[src/rtl/freelist.sv]
// freelist: circular physical-register free list feeding rename, refilled by ROB commit,
// with spec_head recovery on ROB overwrite/walk. Define FREELIST_PERF_EN to add perf_stall_cnt.
`ifndef PREG_SIZE
`define PREG_SIZE 64
`endif
`ifndef PREG_RANGE
`define PREG_RANGE 5:0
`endif
`ifndef ROB_STATE_IDLE
`define ROB_STATE_IDLE 2'd0
`endif
`ifndef ROB_STATE_OVERWRITE_RAT
`define ROB_STATE_OVERWRITE_RAT 2'd1
`endif
`ifndef ROB_STATE_WALKING
`define ROB_STATE_WALKING 2'd2
`endif

module freelist #(
    parameter int PREG_NUM = `PREG_SIZE,
    parameter int LREG_NUM = 32,
    parameter int FL_DEPTH = PREG_NUM - LREG_NUM
) (
    input  logic                        clock,
    input  logic                        reset_n,
    input  logic                        alloc_req0,
    input  logic                        alloc_req1,
    output logic                        alloc_ready,
    output logic [`PREG_RANGE]          alloc_preg0,
    output logic [`PREG_RANGE]          alloc_preg1,
    input  logic                        free_en0,
    input  logic [`PREG_RANGE]          free_preg0,
    input  logic                        free_en1,
    input  logic [`PREG_RANGE]          free_preg1,
    input  logic                        commit_rd_en0,
    input  logic                        commit_rd_en1,
    input  logic [1:0]                  rob_state,
    input  logic                        rob_walk0_valid,
    input  logic                        rob_walk1_valid,
`ifdef FREELIST_PERF_EN
    output logic [31:0]                 perf_stall_cnt,
`endif
    output logic [$clog2(FL_DEPTH):0]   free_count
);

    localparam int IDX_W  = $clog2(FL_DEPTH);
    localparam int PTR_W  = IDX_W + 1;
    localparam int PREG_W = $clog2(PREG_NUM);

    logic [PREG_W-1:0] entry [FL_DEPTH];

    // Pointers carry a wrap bit above the index: equal index with differing wrap means full.
    logic [PTR_W-1:0] spec_head;
    logic [PTR_W-1:0] arch_head;
    logic [PTR_W-1:0] tail;
    logic [PTR_W-1:0] spec_head_nxt;
    logic [PTR_W-1:0] spec_head_p1;
    logic [PTR_W-1:0] tail_p0;

    logic [PTR_W-1:0] alloc_inc;
    logic [PTR_W-1:0] free_inc;
    logic [PTR_W-1:0] commit_inc;
    logic [PTR_W-1:0] walk_inc;

    logic [IDX_W-1:0] rd_idx0;
    logic [IDX_W-1:0] rd_idx1;
    logic [IDX_W-1:0] wr_idx0;
    logic [IDX_W-1:0] wr_idx1;

    logic is_idle;

    always_comb begin
        alloc_inc  = PTR_W'(alloc_req0) + PTR_W'(alloc_req1);
        free_inc   = PTR_W'(free_en0) + PTR_W'(free_en1);
        commit_inc = PTR_W'(commit_rd_en0) + PTR_W'(commit_rd_en1);
        walk_inc   = PTR_W'(rob_walk0_valid) + PTR_W'(rob_walk1_valid);
    end

    always_comb begin
        spec_head_p1 = spec_head + PTR_W'(1);
        tail_p0      = tail + PTR_W'(free_en0);
        rd_idx0      = spec_head[IDX_W-1:0];
        rd_idx1      = spec_head_p1[IDX_W-1:0];
        wr_idx0      = tail[IDX_W-1:0];
        wr_idx1      = tail_p0[IDX_W-1:0];
    end

    // Ready looks only at registered pointers; a same-cycle free never bypasses into alloc.
    always_comb begin
        is_idle     = (rob_state == `ROB_STATE_IDLE);
        free_count  = tail - spec_head;
        alloc_ready = is_idle && (free_count >= PTR_W'(2));
        alloc_preg0 = entry[rd_idx0];
        alloc_preg1 = entry[rd_idx1];
    end

    // Overwrite restores to the committed point including this cycle's commits.
    always_comb begin
        spec_head_nxt = spec_head;
        case (rob_state)
            `ROB_STATE_OVERWRITE_RAT: spec_head_nxt = arch_head + commit_inc;
            `ROB_STATE_WALKING:       spec_head_nxt = spec_head + walk_inc;
            default: begin
                if (alloc_ready) spec_head_nxt = spec_head + alloc_inc;
            end
        endcase
    end

    always_ff @(posedge clock or negedge reset_n) begin
        if (!reset_n) begin
            spec_head <= '0;
            arch_head <= '0;
            tail      <= PTR_W'(FL_DEPTH);
        end else begin
            spec_head <= spec_head_nxt;
            arch_head <= arch_head + commit_inc;
            tail      <= tail + free_inc;
        end
    end

    always_ff @(posedge clock or negedge reset_n) begin
        if (!reset_n) begin
            for (int i = 0; i < FL_DEPTH; i++) begin
                entry[i] <= PREG_W'(LREG_NUM + i);
            end
        end else begin
            if (free_en0) entry[wr_idx0] <= free_preg0;
            if (free_en1) entry[wr_idx1] <= free_preg1;
        end
    end

`ifdef FREELIST_PERF_EN
    always_ff @(posedge clock or negedge reset_n) begin
        if (!reset_n) begin
            perf_stall_cnt <= '0;
        end else if (is_idle && alloc_req0 && !alloc_ready && (perf_stall_cnt != 32'hFFFF_FFFF)) begin
            perf_stall_cnt <= perf_stall_cnt + 32'd1;
        end
    end
`endif

endmodule
[config.mk]
export PLATFORM = sky130hd
export DESIGN_NAME = freelist
export DESIGN_NICKNAME = d
export VERILOG_FILES = /design/src/rtl/freelist.sv
export SDC_FILE = /design/constraint.sdc
export NUM_CORES = 1
export LEC_CHECK = 0
export ABC_AREA = 1
export BUFFER_PORTS_ARGS = -buffer_cell sky130_fd_sc_hd__buf_4
export CAP_MARGIN = 20
export CORE_ASPECT_RATIO = 0.6
export CORE_MARGIN = 2
export CORE_UTILIZATION = 50
export DETAILED_ROUTE_END_ITERATION = 8
export PLACE_DENSITY = 0.66
export SYNTH_ARGS = -nofsm -noshare
export SYNTH_HDL_FRONTEND = slang
export SYNTH_SLANG_ARGS = --single-unit
[constraint.sdc]
create_clock -name clock -period 2.84 [get_ports clock]
set_input_delay 0.284 -clock clock [delete_from_list [all_inputs] [get_ports clock]]
set_output_delay 0.284 -clock clock [all_outputs]
set_load 0.01 [all_outputs]
==> impl_metrics.json, run 1 <==
{
  "post_route_cells_drive_above_1_share_pct": 16.6,
  "startpoint_of_the_worst_slack_reg_to_reg_timing_path": "tail[0]$_DFF_PN0_",
  "critPathArrivalTime_ns": 2.61,
  "leading_cell_types_in_the_layout_fill_and_taps_excluded": "sky130_fd_sc_hd__nand2_1, sky130_fd_sc_hd__o21ai_0, sky130_fd_sc_hd__o21ai_1, sky130_fd_sc_hd__inv_1, sky130_fd_sc_hd__nand3_1",
  "clock_latency_on_the_worst_skew_pair_ns": 0.56,
  "crit_path_max_incr_delay_ns": 0.55,
  "period_needed_ns": 2.90,
  "worstHoldStart": "free_preg0[1]",
  "die_height_um": 136,
  "multi_input_gate_area_in_the_final_layout_um2": 7900,
  "worst_pin_slew_ns": 0.770,
  "largest_net_degree_at_the_start_of_global_routing": 71,
  "failing_checks": "setup timing",
  "cts.root.buffer_cell": "sky130_fd_sc_hd__clkbuf_16",
  "core_area_um2": 28600,
  "synth_flop_cell": "sky130_fd_sc_hd__dfstp_2",
  "setup.worst_path.start_class": "flip-flop",
  "finalNetCount": 2170,
  "cpMaxStageDelayCell": "sky130_fd_sc_hd__dfrtp_4",
  "synthToLayoutAreaGrowth_pct": 14.3,
  "post_synthesis_cells": 2148,
  "postSynthRegisterBits": 210,
  "grt-ovfl-total": 0,
  "timing_worst_setup_path_type": "reg -> out",
  "first_iter_violations": 2185,
  "drt-vias-per-instance": 6.15,
  "ctsLongestPathBuffers": 3,
  "rsz0062_at_grt": "yes",
  "initial_core_util_pct": 50.6,
  "total_power_mw": 22.8,
  "fp.dieArea_um2": 30400,
  "global_route.usage.total_pct": 37.8,
  "crit_path_frequent_cell": "sky130_fd_sc_hd__nand3_1",
  "min_path_cells": 5,
  "max_clock_freq_mhz": 345,
  "hold_path_class": "in -> reg",
  "drt_first_pass_iters": 6,
  "worst_setup_path_end_kind": "output port",
  "wire_per_inst_um": 23.3,
  "run_status": "finished with violations",
  "clkSinkCount": 210,
  "mappedNetlistNets": 2192,
  "gpl.final_weighted_congestion": 0.984,
  "leakagePower_nw": 7.29,
  "min_delay_worst_endpoint": "entry[55]$_DFF_PN1_",
  "io_buffers": 42,
  "final_antenna_net_count": 0,
  "core.rowCount": 48,
  "dieWidth_um": 224,
  "synth.avg_cell_area_um2": 6.75,
  "detailedPlacementHpwl_mm": 37.4,
  "layout_worst_path_cycle_share_pct": 102,
  "finalWorstSetupSlack_ns": -0.0556,
  "cts_buffers": 23,
  "preCtsSetupSlack_ns": 0.276,
  "async_flop_share_pct": 100,
  "max-cap-violations": 0,
  "worst_clock_skew_ns": 0.0167,
  "h_tree_level_count": 1,
  "worst_setup_hold_path_clk_slew_ns": 0.07,
  "r2r_setup_slack_ns": 0.29,
  "ios": 43,
  "setup_violations": 7,
  "antenna_cells_inserted": 0,
  "count_of_final_hold_check_violations": 0,
  "synth-warning-count": 0,
  "utilization_pct": 57.8,
  "postRouteWirelength_mm": 58.6,
  "slew_headroom_pct": 48.6,
  "drc": 0,
  "worstPathMaxFanout": 40,
  "first_global_vias": 13500,
  "ys_seq_area_share_pct": 37.2,
  "regArea_um2": 5410,
  "grt_antenna_before_repair": 0,
  "post_synth_instance_area_um2": 14500,
  "critical_path_cell_by_cell": "buf_4 > buf_6 > buf_16 > o21ai_0 > nand3_1 > nand3_1 > nand3_1 > and2_4 > buf_4",
  "grt_pass1_wl_mm": 85.6,
  "tritoncts": "done",
  "critPathRequiredTime_ns": 2.56,
  "crit-reg2reg-capture": "entry[147]$_DFF_PN0_",
  "reg2regPathDepth": 9,
  "vdd.ir_drop.worst_mv": 0.664,
  "finalMaxSlewViolations": 0,
  "vias": 15500,
  "layout.filler_cells": 2752,
  "mostFrequentLayoutCell": "sky130_fd_sc_hd__nand2_1",
  "hold_ws_ns": 0.0748,
  "synth_edf_count": 0,
  "pwr_density_cell_nw_per_um2": 1380,
  "synth.lib_cells_used.distinct": 37
}
[cell families (layout without fill, tap and decap cells)]
| group | after synthesis | after routing | share of synthesized area (%) |
|---|---|---|---|
| buffers and inverters | 348 | 343 | 9.44 |
| xor gates and xnor gates | 14 | 14 | 1.23 |
| AOI/OAI and AO/OA | 721 | 721 | 26.2 |
| DFF | 210 | 210 | 37.2 |
| adders and majority gates | 20 | 20 | 1.99 |
| and+or+nand+nor | 835 | 835 | 23.9 |
[report_power, final]
part,switching [mW],internal (mW),total (mW),leakage [nW]
Clock,1.39,1.83,3.21,0.385
Combinational,8.57,5.07,13.6,4.50
Sequential,1.19,4.81,5.99,2.40
[registers in the layout (all words and copies together), names as in the netlist]
| signal | flops |
|---|---|
| entry | 192 |
| arch_head | 6 |
| spec_head | 6 |
| tail | 6 |
[metal layers]
layer,track usage (%),wire [um],vias to the layer above
li1,-,-,7136
met1,56.2,25400,7161
met2,50.3,22600,1061
met3,13.9,8900,129
met4,11.2,1740,0
met5,0,0,-
[cells in the mapped netlist (7+ instances only)]
| cell | number | share of area [%] |
|---|---|---|
| sky130_fd_sc_hd__a21oi_1 | 119 | 4.1 |
| sky130_fd_sc_hd__buf_1 | 12 | 0.31 |
| sky130_fd_sc_hd__inv_1 | 163 | 4.2 |
| sky130_fd_sc_hd__and2_1 | 7 | 0.30 |
| sky130_fd_sc_hd__o21ai_0 | 370 | 13 |
| sky130_fd_sc_hd__o211ai_1 | 63 | 3.3 |
| sky130_fd_sc_hd__nand2_1 | 610 | 16 |
| sky130_fd_sc_hd__dfstp_2 | 113 | 20 |
| sky130_fd_sc_hd__nor2_1 | 33 | 0.85 |
| sky130_fd_sc_hd__nor3_1 | 14 | 0.48 |
| sky130_fd_sc_hd__buf_2 | 35 | 1.2 |
| sky130_fd_sc_hd__nand3_1 | 145 | 5.0 |
| sky130_fd_sc_hd__nand4_1 | 12 | 0.52 |
| sky130_fd_sc_hd__dfrtp_1 | 97 | 17 |
| sky130_fd_sc_hd__o21ai_1 | 159 | 5.5 |
| sky130_fd_sc_hd__xor2_1 | 7 | 0.42 |
| sky130_fd_sc_hd__ha_1 | 15 | 1.3 |
| sky130_fd_sc_hd__clkbuf_1 | 129 | 3.3 |
[repair_timing]
item	CTS	global route
endpoints found under the hold margin	32	0
cloned	3	5
resized for setup	32	57
setup buffers	6	12
pin swaps	6	27
setup endpoints to repair	13	13
hold buffers	1	0
[area by class of cell]
type                       count  share of cell area [%]
multi-input combinational   1590                    47.6
sequential                   210                    32.6
timing repair buffer         131                    8.24
inverter                     169                    3.93
clock buffer                  28                    3.71
tap                          375                    2.83
clock inverter                14                   0.982
timing repair inverter         1                  0.0529
[metrics by stage]
| step | instance area, um^2 | TNS [ns] | cells |
|---|---|---|---|
| 2_1_floorplan | 14500 | 0 | 2148 |
| 3_3_place_gp | 15200 | 0 | 2450 |
| 3_5_place_dp | 15200 | 0 | 2450 |
| 4_1_cts | 16200 | -0.0942 | 2502 |
| 5_1_grt | 16600 | -0.673 | 2518 |
| 6_report | 16600 | -0.227 | 2518 |
[critical path: cells and delay by family, from the launching register on]
kind                   cells  cell delay (ns)
AO/OA/AOI/OAI              1             0.28
AND/OR/NAND/NOR            4             0.57
buffers and inverters      4             0.65
flip-flops                 1             0.55
[how the worst max path moves through the flow]
stage                             start              to  depth (start not counted)
3_5_place_dp   spec_head[0]$_DFFE_PN0P_  alloc_preg1[1]                          9
2_1_floorplan  spec_head[1]$_DFFE_PN0P_     alloc_ready                         12
6_report       spec_head[0]$_DFFE_PN0P_  alloc_preg1[4]                          9
4_1_cts        spec_head[0]$_DFFE_PN0P_  alloc_preg1[4]                         10
3_3_place_gp   spec_head[0]$_DFFE_PN0P_  alloc_preg1[1]                          9
5_1_grt        spec_head[0]$_DFFE_PN0P_  alloc_preg1[0]                         10
No activity file was read; power rests on OpenSTA's default activity.
==> run 2, diff against run 1 <==
- ABC_AREA: 1 -> not set
- clock period: 2.84 -> 2.95 ns (I/O delays scaled with it)
==> impl_metrics.json, run 2 <==
{
  "synth_edf_count": 0,
  "max_clock_freq_mhz": 294,
  "post_synthesis_cells": 1241,
  "first_iter_violations": 1694,
  "finalNetCount": 1324,
  "post_route_cells_drive_above_1_share_pct": 41.0,
  "critPathRequiredTime_ns": 2.65,
  "switching_share_pct": 39.3,
  "synth-warning-count": 0,
  "finalWorstSetupSlack_ns": -0.447,
  "synth.avg_cell_area_um2": 11.3,
  "wire_per_inst_um": 28.7,
  "largest_register_ff_count": 192,
  "slew_headroom_pct": 53.8,
  "synthToLayoutAreaGrowth_pct": 16.9,
  "switchingPower_mw": 9.15,
  "mappedNetlistNets": 1285,
  "first_global_vias": 10200,
  "count_of_final_hold_check_violations": 0,
  "initial_core_util_pct": 50.9,
  "final_antenna_net_count": 0,
  "drc": 0,
  "worst_pin_slew_ns": 0.690,
  "worst_setup_path_end_kind": "output port",
  "total_power_mw": 23.3,
  "gpl.final_weighted_congestion": 0.943,
  "antenna_cells_inserted": 0,
  "setup_violations": 16,
  "mostFrequentLayoutCell": "sky130_fd_sc_hd__mux2i_1",
  "postRouteWirelength_mm": 47.8,
  "finalMaxSlewViolations": 0,
  "synth.lib_cells_used.distinct": 59,
  "grt_antenna_before_repair": 0,
  "worstPathMaxFanout": 6,
  "worst_clock_skew_ns": 0.0105,
  "async_flop_share_pct": 100,
  "rsz0062_at_grt": "yes",
  "max-cap-violations": 0,
  "synth_top_area_share_pct": 21.1,
  "synth.area.top_cells": "sky130_fd_sc_hd__dfstp_2, sky130_fd_sc_hd__mux4_2, sky130_fd_sc_hd__dfrtp_1",
  "yosysTopAreaCell": "sky130_fd_sc_hd__dfstp_2",
  "ios": 43,
  "die_height_um": 134,
  "crit_path_max_incr_delay_ns": 0.55,
  "io_buffers": 42,
  "clkSinkCount": 210,
  "worst_setup_hold_path_clk_slew_ns": 0.06,
  "ys_seq_area_share_pct": 38.4,
  "internal-power_mw": 14.1,
  "cts_buffers": 22,
  "netlist_top_cells_count": "sky130_fd_sc_hd__mux2i_1, sky130_fd_sc_hd__nand2_1, sky130_fd_sc_hd__mux4_2, sky130_fd_sc_hd__dfstp_2, sky130_fd_sc_hd__dfrtp_1",
  "vias": 11100,
  "drt-vias-per-instance": 6.66,
  "power.combinational.fraction_pct": 58.2,
  "critPathArrivalTime_ns": 3.10,
  "drt_first_pass_iters": 6,
  "h_tree_level_count": 1,
  "ctsLongestPathBuffers": 3,
  "detailedPlacementHpwl_mm": 31.3,
  "critical_path_cell_by_cell": "ha_4 > buf_6 > buf_12 > mux4_2 > mux4_2 > mux2_4 > buf_6",
  "global_route.usage.total_pct": 32.6,
  "clock_latency_on_the_worst_skew_pair_ns": 0.53,
  "cpMaxStageDelayCell": "sky130_fd_sc_hd__mux4_2",
  "grt-ovfl-total": 0,
  "leakagePower_nw": 6.71,
  "largest-register": "entry",
  "hold_path_class": "in -> reg",
  "layout_worst_path_cycle_share_pct": 115,
  "run_status": "finished with violations",
  "failing_checks": "setup timing",
  "sequentialPowerShare_pct": 28.4,
  "core.rowCount": 47,
  "fp.dieArea_um2": 29500,
  "cts.root.buffer_cell": "sky130_fd_sc_hd__clkbuf_16",
  "dieWidth_um": 220,
  "leading_cell_types_in_the_layout_fill_and_taps_excluded": "sky130_fd_sc_hd__mux2i_1, sky130_fd_sc_hd__nand2_1, sky130_fd_sc_hd__mux4_2, sky130_fd_sc_hd__dfstp_2, sky130_fd_sc_hd__o21ai_0",
  "largest_net_degree_at_the_start_of_global_routing": 77,
  "synth_flop_cell": "sky130_fd_sc_hd__dfstp_2",
  "setup.worst_path.start_class": "flip-flop",
  "post_synth_instance_area_um2": 14000,
  "core_area_um2": 27600,
  "preCtsSetupSlack_ns": 0.0322,
  "period_needed_ns": 3.40,
  "vdd.ir_drop.worst_mv": 0.994,
  "timing_worst_setup_path_type": "reg -> out",
  "synth_most_common_cell": "sky130_fd_sc_hd__mux2i_1",
  "pwr_density_cell_nw_per_um2": 1420,
  "postSynthRegisterBits": 210,
  "clock_power_share_pct": 13.4,
  "tritoncts": "done",
  "grt_pass1_wl_mm": 69.5
}
## run 2: cell types whose count changed after synthesis, moves of 130 or more
cell                      previous run  this run
sky130_fd_sc_hd__nand2_1           610       139
sky130_fd_sc_hd__o21ai_0           370        96
sky130_fd_sc_hd__o21ai_1           159         1
sky130_fd_sc_hd__mux2i_1             0       154
sky130_fd_sc_hd__inv_1             163        22
sky130_fd_sc_hd__nand3_1           145        15
## run 2: routing by layer
metal | track usage (%) | vias up | part of all wire [%]
met5 | 4.00 | - | 0.31
met4 | 6.45 | 4 | 2.3
met3 | 15.9 | 79 | 18
met2 | 38.2 | 885 | 36
met1 | 52.2 | 5483 | 43
li1 | - | 4624 | -
## run 2: layout make-up
type / instances / area (um^2)
timing repair buffer: 121 / 1360
fill: 2189 / 11200
tap: 367 / 459
clock buffer: 32 / 679
multi-input combinational: 901 / 8290
clock inverter: 8 / 120
sequential: 210 / 5400
inverter: 24 / 93.8
## run 2: through the flow
stage	setup TNS (ns)	util (%)	area (um^2)	hold WS [ns]	cells
2_1_floorplan	0	-	14000	-0.000591	1241
3_3_place_gp	0	53.8	14800	0.376	1591
3_5_place_dp	0	53.8	14800	0.374	1591
4_1_cts	-4.51	58.7	16200	0.188	1651
5_1_grt	-5.53	59.5	16400	0.208	1663
6_report	-4.82	59.5	16400	0.188	1663
## run 2: repair_timing
item                       4_1_cts  5_1_grt
gates cloned                    10        3
setup endpoints to repair       13       40
buffers inserted                 9       13
hold endpoints to repair        40        0
resized for setup               51       33
hold buffers                     1        0
pin swaps                       11       13
## run 2: cells by family (layout without fill, tap and decap cells)
family                   after synthesis  in the layout  share of synthesized area, %
multiplexers                         365            365                          37.6
AND/OR/NAND/NOR                      306            306                          9.43
adder cells (fa/ha/maj)               20             20                          2.05
XOR/XNOR                              16             16                         0.998
buffers and inverters                130            185                          3.73
AO/OA/AOI/OAI                        194            194                          7.80
flip-flops                           210            210                          38.4
## run 2: final timing paths
check | from | endpoint | slack [ns] | cells after the start
min in group asynchronous | reset_n | entry[189]$_DFF_PN0_ | 0.36 | 2
max | spec_head[0]$_DFFE_PN0P_ | alloc_preg1[5] | -0.45 | 7
max in group asynchronous | reset_n | entry[64]$_DFF_PN1_ | 1.71 | 3
max reg2reg | spec_head[0]$_DFFE_PN0P_ | spec_head[0]$_DFFE_PN0P_ | -0.13 | 12
min | commit_rd_en1 | arch_head[0]$_DFF_PN0_ | 0.19 | 4
min reg2reg | arch_head[5]$_DFF_PN0_ | arch_head[5]$_DFF_PN0_ | 0.49 | 1
## run 2: power by group through the flow
stage | Combinational (mW) | Clock (mW) | Sequential, mW
detailed placement | 11.3 | 0 | 6.45
global placement | 11.1 | 0 | 6.40
finish | 13.5 | 3.12 | 6.60
global route | 14.2 | 3.26 | 6.66
floorplan | 8.23 | 0 | 5.49
CTS | 12.7 | 3.13 | 6.42
## run 2: worst max-delay path, delay by kind of cell, from the launching register on
family	cells	cell delay, ns
multiplexers	3	1.38
adder cells (fa/ha/maj)	1	0.31
buffers and inverters	3	0.38
flip-flops	1	0.50
